<file path="src/rtl/multdiv_sequencer.sv">
// Control sequencer for the multi-cycle multiply/divide unit: stalls fetch,
// pulses the start strobe, waits for ready or timeout, then issues one writeback.
module multdiv_sequencer #(
  parameter int TIMEOUT = 40,
  parameter int CNT_W   = 8
) (
  input  logic        clock,
  input  logic        reset,
  input  logic        is_Rtype,
  input  logic [4:0]  aluOp,
  input  logic [4:0]  rd,
  input  logic [31:0] md_result,
  input  logic        md_ready,
  input  logic        md_exception,
  output logic        ctrl_MULT,
  output logic        ctrl_DIV,
  output logic        stall,
  output logic        md_we,
  output logic [4:0]  md_wr_reg,
  output logic [31:0] md_wr_data,
  output logic        timeout_err
);
  typedef enum logic [1:0] {S_IDLE, S_START, S_WAIT, S_COMMIT} state_t;

  localparam logic [4:0]       OP_MUL   = 5'b00110;
  localparam logic [4:0]       OP_DIV   = 5'b00111;
  localparam logic [4:0]       EXC_REG  = 5'd30;
  localparam logic [CNT_W-1:0] CNT_LAST = CNT_W'(TIMEOUT - 1);

  state_t            state_q, state_d;
  logic              op_mul_q, op_mul_d;
  logic [4:0]        rd_q, rd_d;
  logic [31:0]       result_q, result_d;
  logic              exc_q, exc_d;
  logic [CNT_W-1:0]  cnt_q, cnt_d;
  logic              timeout_err_q, timeout_err_d;
  logic              req;

  assign req = is_Rtype & ((aluOp == OP_MUL) | (aluOp == OP_DIV));

  always_comb begin
    state_d       = state_q;
    op_mul_d      = op_mul_q;
    rd_d          = rd_q;
    result_d      = result_q;
    exc_d         = exc_q;
    cnt_d         = cnt_q;
    timeout_err_d = timeout_err_q;
    case (state_q)
      S_IDLE: begin
        if (req) begin
          op_mul_d = (aluOp == OP_MUL);
          rd_d     = rd;
          exc_d    = 1'b0;
          state_d  = S_START;
        end
      end
      S_START: begin
        cnt_d   = '0;
        state_d = S_WAIT;
      end
      S_WAIT: begin
        cnt_d = cnt_q + 1'b1;
        // a ready arriving on the final wait cycle beats the timeout
        if (md_ready) begin
          result_d = md_result;
          exc_d    = md_exception;
          state_d  = S_COMMIT;
        end else if (cnt_q == CNT_LAST) begin
          exc_d         = 1'b1;
          timeout_err_d = 1'b1;
          state_d       = S_COMMIT;
        end
      end
      S_COMMIT: state_d = S_IDLE;
      default:  state_d = S_IDLE;
    endcase
  end

  always_ff @(posedge clock or posedge reset) begin
    if (reset) begin
      state_q       <= S_IDLE;
      op_mul_q      <= 1'b0;
      rd_q          <= '0;
      result_q      <= '0;
      exc_q         <= 1'b0;
      cnt_q         <= '0;
      timeout_err_q <= 1'b0;
    end else begin
      state_q       <= state_d;
      op_mul_q      <= op_mul_d;
      rd_q          <= rd_d;
      result_q      <= result_d;
      exc_q         <= exc_d;
      cnt_q         <= cnt_d;
      timeout_err_q <= timeout_err_d;
    end
  end

  // IDLE stall is combinational so the PC holds on the request edge itself
  assign stall       = ~reset & (((state_q == S_IDLE) & req) |
                                 (state_q == S_START) | (state_q == S_WAIT));
  assign ctrl_MULT   = (state_q == S_START) &  op_mul_q;
  assign ctrl_DIV    = (state_q == S_START) & ~op_mul_q;
  assign md_we       = (state_q == S_COMMIT) & (exc_q | (rd_q != 5'd0));
  assign md_wr_reg   = (state_q != S_COMMIT) ? 5'd0 : (exc_q ? EXC_REG : rd_q);
  assign md_wr_data  = (state_q != S_COMMIT) ? 32'd0 :
                       (exc_q ? (op_mul_q ? 32'd4 : 32'd5) : result_q);
  assign timeout_err = timeout_err_q;

endmodule

</file>
<file path="config.mk">
export PLATFORM = sky130hd
export DESIGN_NAME = multdiv_sequencer
export DESIGN_NICKNAME = d
export VERILOG_FILES = /design/src/rtl/multdiv_sequencer.sv
export SDC_FILE = /design/constraint.sdc
export NUM_CORES = 1
export LEC_CHECK = 0
export CORE_MARGIN = 3
export CORE_UTILIZATION = 46
export CTS_BUF_LIST = sky130_fd_sc_hd__clkbuf_2 sky130_fd_sc_hd__clkbuf_4 sky130_fd_sc_hd__clkbuf_8
export CTS_CLUSTER_SIZE = 12
export DETAILED_ROUTE_END_ITERATION = 8
export HOLD_SLACK_MARGIN = 0.05
export PLACE_DENSITY = 0.86
export SLEW_MARGIN = 40
export SYNTH_ARGS = -nofsm -noshare
export SYNTH_HDL_FRONTEND = slang
export SYNTH_SLANG_ARGS = --single-unit
</file>
<file path="constraint.sdc">
create_clock -name clock -period 2 [get_ports clock]
set_input_delay 0.4 -clock clock [delete_from_list [all_inputs] [get_ports clock]]
set_output_delay 0.4 -clock clock [all_outputs]
set_load 0.03 [all_outputs]
</file>
# Word-level counts from Yosys, hierarchy flattened
# Cells that the tools add are included.
# op_classes
addsub	1
eq_ne	9
n_reduce_logical	9
mux	14
n_bitwise	13
# ops
cell	n
$mux 32	2
$pmux 8 s2	1
$eq 5x3->1 const B	2
$mux 5	2
$add 8x1->8 const B	1
$eq 8x6->1 const B	1
$pmux 2 s4	1
$and 1x1->1	6
$mux 2	3
$reduce_and 2->1	3
$reduce_and 3->1	2
$reduce_bool 5->1	1
$eq 2x2->1 const B	2
$mux 1	4
$ne 2x2->1 const B	2
$or 1x1->1	4
$reduce_bool 2->1	2
$ne 3x3->1 const B	1
$not 1->1	3
$eq 2x1->1 const B	1
$logic_not 2->1	1
$pmux 1 s2	1
# totals
word_cells	53
out_inout_bits	42
regBits	50

# Longest topological paths before layout
# Gate-level depths: netlist of run 1.
# depth
ltp_word	7
mapped_depth	7
ltp_nobuf	6

# Least setup slack after synthesis of run 1
# OpenSTA, ideal clock, no wires.
# synth_timing
path_kind	register to output
from	register state_q[0]
to	output port stall
stages_incl_launch_ff	6
slack_ns	0.192
required_time_ns	1.600
t_arrival_ns	1.408
n_path_buf	1
cell_sequence	dfrtp_1 > inv_1 > ha_1 > buf_2 > nor2_1 > a21oi_1
# synth_via
elab_chain_cells	5
elab_cells_between_ends	7
# synth_rtl
item	line	text
start, declared	30	state_t state_q, state_d;
start signal, assigned	90	state_q <= state_d;
$logic_not 2->1	101	assign stall = ~reset & (((state_q == S_IDLE) & req) |
$and 1x1->1	101	
$or 1x1->1	101	
$or 1x1->1 *	102	(state_q == S_START) | (state_q == S_WAIT));
$and 1x1->1 *	101	
end, declared	17	output logic stall,
# Mark *: on every way between the ends. The rest lies on a longest branch, timed or not.

# Final worst setup path of run 1
# layout_timing
from	register exc_q
to	output port md_we
# layout_via
elab_chain_cells	2
# layout_rtl
item	line	text
start, declared	34	logic exc_q, exc_d;
start signal, assigned	86	exc_q <= 1'b0;
start signal, assigned	94	exc_q <= exc_d;
$or 1x1->1	105	assign md_we = (state_q == S_COMMIT) & (exc_q | (rd_q != 5'd0));
$and 1x1->1	105	
end, declared	18	output logic md_we,
# No other way between the ends.

==> results of run 1 <==
## final timing paths
| kind | depth (start not counted) | slack [ns] | to | startpoint |
|---|---|---|---|---|
| setup reg to reg | 5 | 0.35 | cnt_q[5]$_DFFE_PP0P_ | state_q[1]$_DFFE_PP0P_ |
| hold / removal | 3 | 0.48 | op_mul_q$_DFFE_PP0P_ | reset |
| setup / recovery | 3 | -0.03 | md_we | exc_q$_DFFE_PP0P_ |
| min in group clock | 1 | 0.48 | timeout_err$_DFFE_PP0P_ | timeout_err$_DFFE_PP0P_ |
| hold reg to reg | 1 | 0.48 | timeout_err$_DFFE_PP0P_ | timeout_err$_DFFE_PP0P_ |
| max in group asynchronous | 3 | 1.29 | rd_q[2]$_DFFE_PP0P_ | reset |
## flip-flops by register name (all words and copies together) (netlist names)
| signal | count |
|---|---|
| cnt_q | 8 |
| rd_q | 5 |
| state_q | 2 |
| op_mul_q | 1 |
| timeout_err | 1 |
| exc_q | 1 |
| result_q | 32 |
## power groups by stage
stage | Sequential [mW] | Clock (mW) | Combinational, mW
finish | 1.71 | 0.570 | 3.10
detailed placement | 1.66 | 0 | 2.55
global placement | 1.63 | 0 | 2.49
floorplan | 1.61 | 0 | 1.70
global route | 1.75 | 0.640 | 3.30
CTS | 1.67 | 0.597 | 3.03
## worst max-delay path, stage by stage, from the launching register on
cell	delay [ns]
dfrtp_1	0.39
or4_1	0.52
o31a_1	0.25
buf_2	0.18
## metal layers
layer	share of wire, %	vias up
li1	-	913
met1	44	958
met2	51	61
met3	4.1	6
met4	0.57	0
met5	0	-
## synth_stat cells
cell / number
or3_1: 1
a21oi_1: 2
nor3_1: 3
and4bb_2: 1
nand2b_1: 1
o31a_1: 1
nor2_1: 6
o21ai_0: 8
a21o_1: 1
xnor2_1: 1
nand3_1: 5
dfrtp_1: 50
and2b_2: 1
o31ai_1: 1
and2_1: 33
a31oi_1: 1
clkbuf_1: 3
nand3_2: 1
mux2i_1: 2
and4b_1: 1
a211oi_2: 1
a21oi_2: 1
and3_1: 1
a41o_1: 1
or4_1: 1
nor2b_1: 1
a22o_1: 1
o2bb2ai_1: 2
o21a_1: 6
nand2_1: 10
ha_1: 6
a211oi_1: 1
buf_2: 5
inv_1: 8
mux2_2: 37
## layout make-up
cell class                 instances  area share [%]
clock buffer                       5            1.83
clock inverter                     3           0.565
inverter                           8           0.798
multi-input combinational        139            31.5
sequential                        50            33.3
tap                               67            2.23
timing repair buffer             104            29.8
## cells by family (layout without fill, tap and decap cells)
group / Yosys count / after routing
simple gates: 66 / 66
flops: 50 / 50
buf+inv: 16 / 120
xor+xnor: 1 / 1
fa+ha+maj: 6 / 6
compound gates: 27 / 27
mux: 39 / 39
## metrics by stage
stage / setup TNS, ns / area [um^2] / setup WS (ns) / total power, mW / instances
detailed placement: -0.114 / 3360 / -0.114 / 4.21 / 361
global placement: -0.106 / 3360 / -0.106 / 4.12 / 361
finish: -0.553 / 3760 / -0.0349 / 5.37 / 376
global route: -2.15 / 3760 / -0.0850 / 5.69 / 376
CTS: -1.62 / 3750 / -0.140 / 5.30 / 375
floorplan: 0 / 2410 / 0.192 / 3.31 / 205
## timing repair
action,4_1_cts,5_1_grt
setup buffers,3,1
pin swaps,1,30
resized for setup,76,19
gates cloned,3,0
setup endpoints to repair,40,41
==> flow_metrics.env, run 1 <==
export IMPL_setup_viol=31
export IMPL_p_int_mw=3.29
export IMPL_wl_per_cell_um=16.7
export IMPL_synth_cell_types=35
export IMPL_relSlewSlack_pct=78.4
export IMPL_synth_area_mux_share_pct=18.1
export IMPL_synth_top_area_share_pct=51.9
export IMPL_grt_pass1_vias=2013
export IMPL_ys_seq_area_share_pct=51.9
export IMPL_drive_above_1_share_pct=44.0
export IMPL_synth_adder_area_share_pct=3.12
export IMPL_drc=0
export IMPL_grt_max_degree=51
export IMPL_switching_share_pct=38.7
export IMPL_ctsHoldBuffers=0
export IMPL_top_usage_layer="met2"
export IMPL_netlist_instances=205
export IMPL_max_freq_mhz=491
export IMPL_crit_type="flop to output pin"
export IMPL_p_comb_share_pct=57.6
export IMPL_viasPerCell=5.15
export IMPL_netlist_area_um2=2410
export IMPL_syn_avg_cell_area_um2=11.7
export IMPL_clkLatencyLatePin_ns=0.30
export IMPL_drv_slew=0
export IMPL_drt_initial_drc_count=68
export IMPL_synth_fp_nets=258
export IMPL_hp_class="primary input to asynchronous set/reset pin"
export IMPL_met3_usage_pct=3.90
export IMPL_final_core_util_pct=77.1
export IMPL_ff_latch_area_um2=1250
export IMPL_multi_input_area_um2=1180
export IMPL_rsz0062_at_grt="true"
export IMPL_hpwl_mm=4.07
export IMPL_fin_crit_sh_pct=102
export IMPL_whs_ns=0.475
export IMPL_synth_top_family_by_area="multiplexers"
export IMPL_port_buffers=88
export IMPL_critical_path_required_ns=1.60
export IMPL_vias=1938
export IMPL_dieArea_um2=6140
export IMPL_ir_drop_mv=0.924
export IMPL_nFillCells=305
export IMPL_fp_dieW_um=78.4
export IMPL_gp_congestion=0.806
export IMPL_path_max_fanout=2
export IMPL_grt_pass1_wl_mm=9.89
export IMPL_synth_seq_cells=50
export IMPL_final_cell_mix="50 x dfrtp_1, 47 x clkdlybuf4s50_1, 37 x mux2_2"
export IMPL_maxCapViolCount=0
export IMPL_fin_nets=361
export IMPL_routed_wl_mm=6.27
export IMPL_crit_arrival_ns=1.63
export IMPL_clockRootBuffer="clkbuf_8"
export IMPL_clk_path_buf_depth=2
export IMPL_use_met1_pct=26.2
export IMPL_power_frac_seq_pct=31.8
export IMPL_htreeDepth=2
export IMPL_postRouteAntennaNets=0
export IMPL_synth_top_cells_by_area="dfrtp_1 52%, mux2_2 17%, and2_1 8.6%, ha_1 3.1%, o21a_1 1.9%"
export IMPL_synth_top_area_cell="dfrtp_1"
export IMPL_min_period_ns=2.03
export IMPL_clk_pin_slew_ns=0.08
export IMPL_grt_use_total_pct=20.6
export IMPL_fin_skew_ns=0.00735
export IMPL_cts_buffers=5
export IMPL_start_util_pct=49.4
export IMPL_drt_pass1_iter_count=4
export IMPL_die_y_um=78.4
export IMPL_clock_sinks=50
export IMPL_fp_row_count=25
export IMPL_area_growth_pct=56.2
export IMPL_p_per_area_nw_per_um2=1430
export IMPL_synth_simple_gate_area_share_pct=15.8
export IMPL_synth_xor_area_share_pct=0.364
export IMPL_use_met2_pct=37.0
export IMPL_synth_compound_area_share_pct=7.90
export IMPL_critical_path_startpoint_type="flop"
export IMPL_fp_coreArea_um2=4880
export IMPL_violations="setup timing"
export IMPL_clockPowerShare_pct=10.6
export IMPL_final_common_cell="dfrtp_1"
export IMPL_antennaDiodeCount=0
export IMPL_final_hold_viol_count=0
export IMPL_worst_slack_ns=-0.0349
export IMPL_grt_overflow_total=0
export IMPL_io_pins=89
export IMPL_cts_tree="yes"
export IMPL_cellLeakagePower_nw=1.73
export IMPL_status="finished with violations"
export IMPL_yosys_warnings=0
export IMPL_crit_path_end_kind="output pin"
export IMPL_antenna_found_initial=0
export IMPL_worst_pin_slew_ns=0.326
export IMPL_p_sw_mw=2.08
(Power assumes the default switching activity.)
==> inputs of run 2 (changes only) <==
--- a/config.mk
+++ b/config.mk
@@ -6,13 +6,15 @@
 export NUM_CORES = 1
 export LEC_CHECK = 0
 export CORE_MARGIN = 3
-export CORE_UTILIZATION = 46
+export CORE_UTILIZATION = 55
 export CTS_BUF_LIST = sky130_fd_sc_hd__clkbuf_2 sky130_fd_sc_hd__clkbuf_4 sky130_fd_sc_hd__clkbuf_8
 export CTS_CLUSTER_SIZE = 12
 export DETAILED_ROUTE_END_ITERATION = 8
+export DONT_BUFFER_PORTS = 1
 export HOLD_SLACK_MARGIN = 0.05
-export PLACE_DENSITY = 0.86
+export PLACE_DENSITY = 0.73
 export SLEW_MARGIN = 40
 export SYNTH_ARGS = -nofsm -noshare
 export SYNTH_HDL_FRONTEND = slang
 export SYNTH_SLANG_ARGS = --single-unit
+export TNS_END_PERCENT = 5
==> run 2 against run 1 <==
Setup slack better by 0.056 ns. The flow now finishes without violations. Power down 14%. Register-to-register slack better by 0.11 ns. Core utilization down 11 points. Critical path depth down 1. Critical endpoint unchanged. Sequential share of layout area up 13 points. Clock power up 26%.
==> flow_metrics.env, run 2 (synthesis gave the netlist of run 1 again) <==
export IMPL_crit_type="flop to output pin"
export IMPL_drv_slew=0
export IMPL_routed_wl_mm=4.83
export IMPL_dpl_worst_slack_ns=0.0902
export IMPL_antenna_found_initial=0
export IMPL_fin_crit_sh_pct=98.9
export IMPL_postRouteAntennaNets=0
export IMPL_die_y_um=72.2
export IMPL_final_cell_mix="48 x dfrtp_1, 37 x mux2_2, 32 x and2_2"
export IMPL_fin_skew_ns=0.00779
export IMPL_top_register="result_q"
export IMPL_max_freq_mhz=505
export IMPL_reg_top3="result_q x32, cnt_q x8, rd_q x5"
export IMPL_ff_latch_area_um2=1250
export IMPL_cts_tree="yes"
export IMPL_grt_overflow_total=0
export IMPL_relSlewSlack_pct=58.1
export IMPL_final_core_util_pct=66.1
export IMPL_worst_pin_slew_ns=0.628
export IMPL_p_comb_share_pct=47.8
export IMPL_switching_share_pct=40.6
export IMPL_min_period_ns=1.98
export IMPL_grt_max_degree=51
export IMPL_drt_pass1_iter_count=4
export IMPL_fin_nets=267
export IMPL_status="completed"
export IMPL_grt_pass1_wl_mm=7.94
export IMPL_multi_input_area_um2=1180
export IMPL_io_pins=89
export IMPL_p_int_mw=2.73
export IMPL_rsz0062_at_grt="true"
export IMPL_start_util_pct=58.5
export IMPL_dieArea_um2=5210
export IMPL_ctsHoldBuffers=0
export IMPL_vias=1561
export IMPL_gp_congestion=0.833
export IMPL_drt_initial_drc_count=102
export IMPL_final_common_cell="dfrtp_1"
export IMPL_area_growth_pct=13.0
export IMPL_crit_path_end_kind="output pin"
export IMPL_fin_cells=265
export IMPL_hpwl_mm=3.37
export IMPL_antennaDiodeCount=0
export IMPL_critical_path_startpoint_type="flop"
export IMPL_largest_register_ffs=32
export IMPL_nFillCells=299
export IMPL_wl_per_cell_um=18.2
export IMPL_drc=0
export IMPL_crit_arrival_ns=1.58
export IMPL_htreeDepth=2
export IMPL_met3_usage_pct=5.68
export IMPL_use_met1_pct=25.1
export IMPL_final_hold_viol_count=0
export IMPL_use_met2_pct=31.9
export IMPL_critical_path_required_ns=1.60
export IMPL_clkLatencyLatePin_ns=0.31
export IMPL_viasPerCell=5.89
export IMPL_clk_pin_slew_ns=0.09
export IMPL_maxCapViolCount=0
export IMPL_clockPowerShare_pct=15.7
export IMPL_drive_above_1_share_pct=46.5
export IMPL_path_max_fanout=3
export IMPL_hp_class="primary input to asynchronous set/reset pin"
export IMPL_clk_path_buf_depth=2
export IMPL_dp_cells=254
export IMPL_p_per_area_nw_per_um2=1690
export IMPL_whs_ns=0.138
export IMPL_cts_buffers=5
export IMPL_clock_sinks=50
export IMPL_fp_coreArea_um2=4120
export IMPL_worst_slack_ns=0.0214
export IMPL_port_buffers=0
export IMPL_grt_use_total_pct=19.5
export IMPL_ir_drop_mv=0.855
export IMPL_power_frac_seq_pct=36.5
export IMPL_clockRootBuffer="clkbuf_8"
export IMPL_top_usage_layer="met2"
export IMPL_fp_row_count=23
export IMPL_grt_pass1_vias=1589
export IMPL_fp_dieW_um=72.2
export IMPL_cellLeakagePower_nw=1.23
export IMPL_setup_viol=0
export IMPL_p_sw_mw=1.87
run 2: area by class of cell:
type | instances | area share, %
Clock buffer | 5 | 2.53
Inverter | 8 | 1.20
Tap cell | 50 | 2.30
Timing Repair Buffer | 9 | 2.94
Sequential cell | 50 | 46.1
Multi-Input combinational cell | 140 | 43.4
Clock inverter | 3 | 1.61
run 2: stage by stage:
stage / area (um^2) / total power [mW] / TNS (ns)
4_1_cts: 2680 / 4.52 / -0.0665
3_5_place_dp: 2500 / 3.68 / 0
6_report: 2720 / 4.59 / 0
3_3_place_gp: 2500 / 3.58 / 0
5_1_grt: 2720 / 4.89 / -0.0459
2_1_floorplan: 2410 / 3.31 / 0
run 2: metal layers:
layer	up-vias	wire length, um
met5	-	0
met4	0	94
met3	10	413
met2	67	2310
met1	761	2010
li1	723	-
run 2: worst paths after layout:
kind | endpoint | cells after the start | startpoint | slack (ns)
worst max-delay path | md_we | 2 | rd_q[0]$_DFFE_PP0P_ | 0.02
worst min-delay path | rd_q[3]$_DFFE_PP0P_ | 2 | reset | 0.14
worst max register to register | cnt_q[7]$_DFFE_PP0P_ | 6 | state_q[1]$_DFFE_PP0P_ | 0.46
worst min register to register | result_q[15]$_DFFE_PP0P_ | 1 | result_q[15]$_DFFE_PP0P_ | 0.50
max in group asynchronous | state_q[0]$_DFFE_PP0P_ | 2 | reset | 1.42
min in group clock | result_q[10]$_DFFE_PP0P_ | 1 | md_result[10] | 0.23
run 2: power by group through the flow:
stage	logic [mW]	registers, mW	clock network (mW)
after floorplan	1.70	1.61	0
after global placement	1.93	1.64	0
after detailed placement	2.00	1.68	0
after CTS	2.13	1.65	0.735
after global routing	2.37	1.74	0.782
final	2.19	1.68	0.721
run 2: repair_timing:
item | 4_1_cts | 5_1_grt
setup endpoints to repair | 33 | 34
buffers inserted | 2 | 0
cloned | 1 | 0
pin swaps | 2 | 2
resized for setup | 36 | 10
run 2: critical path, stage by stage, from the launching register on:
cell     delay, ns
dfrtp_1       0.39
or4_1         0.51
o31a_1        0.37
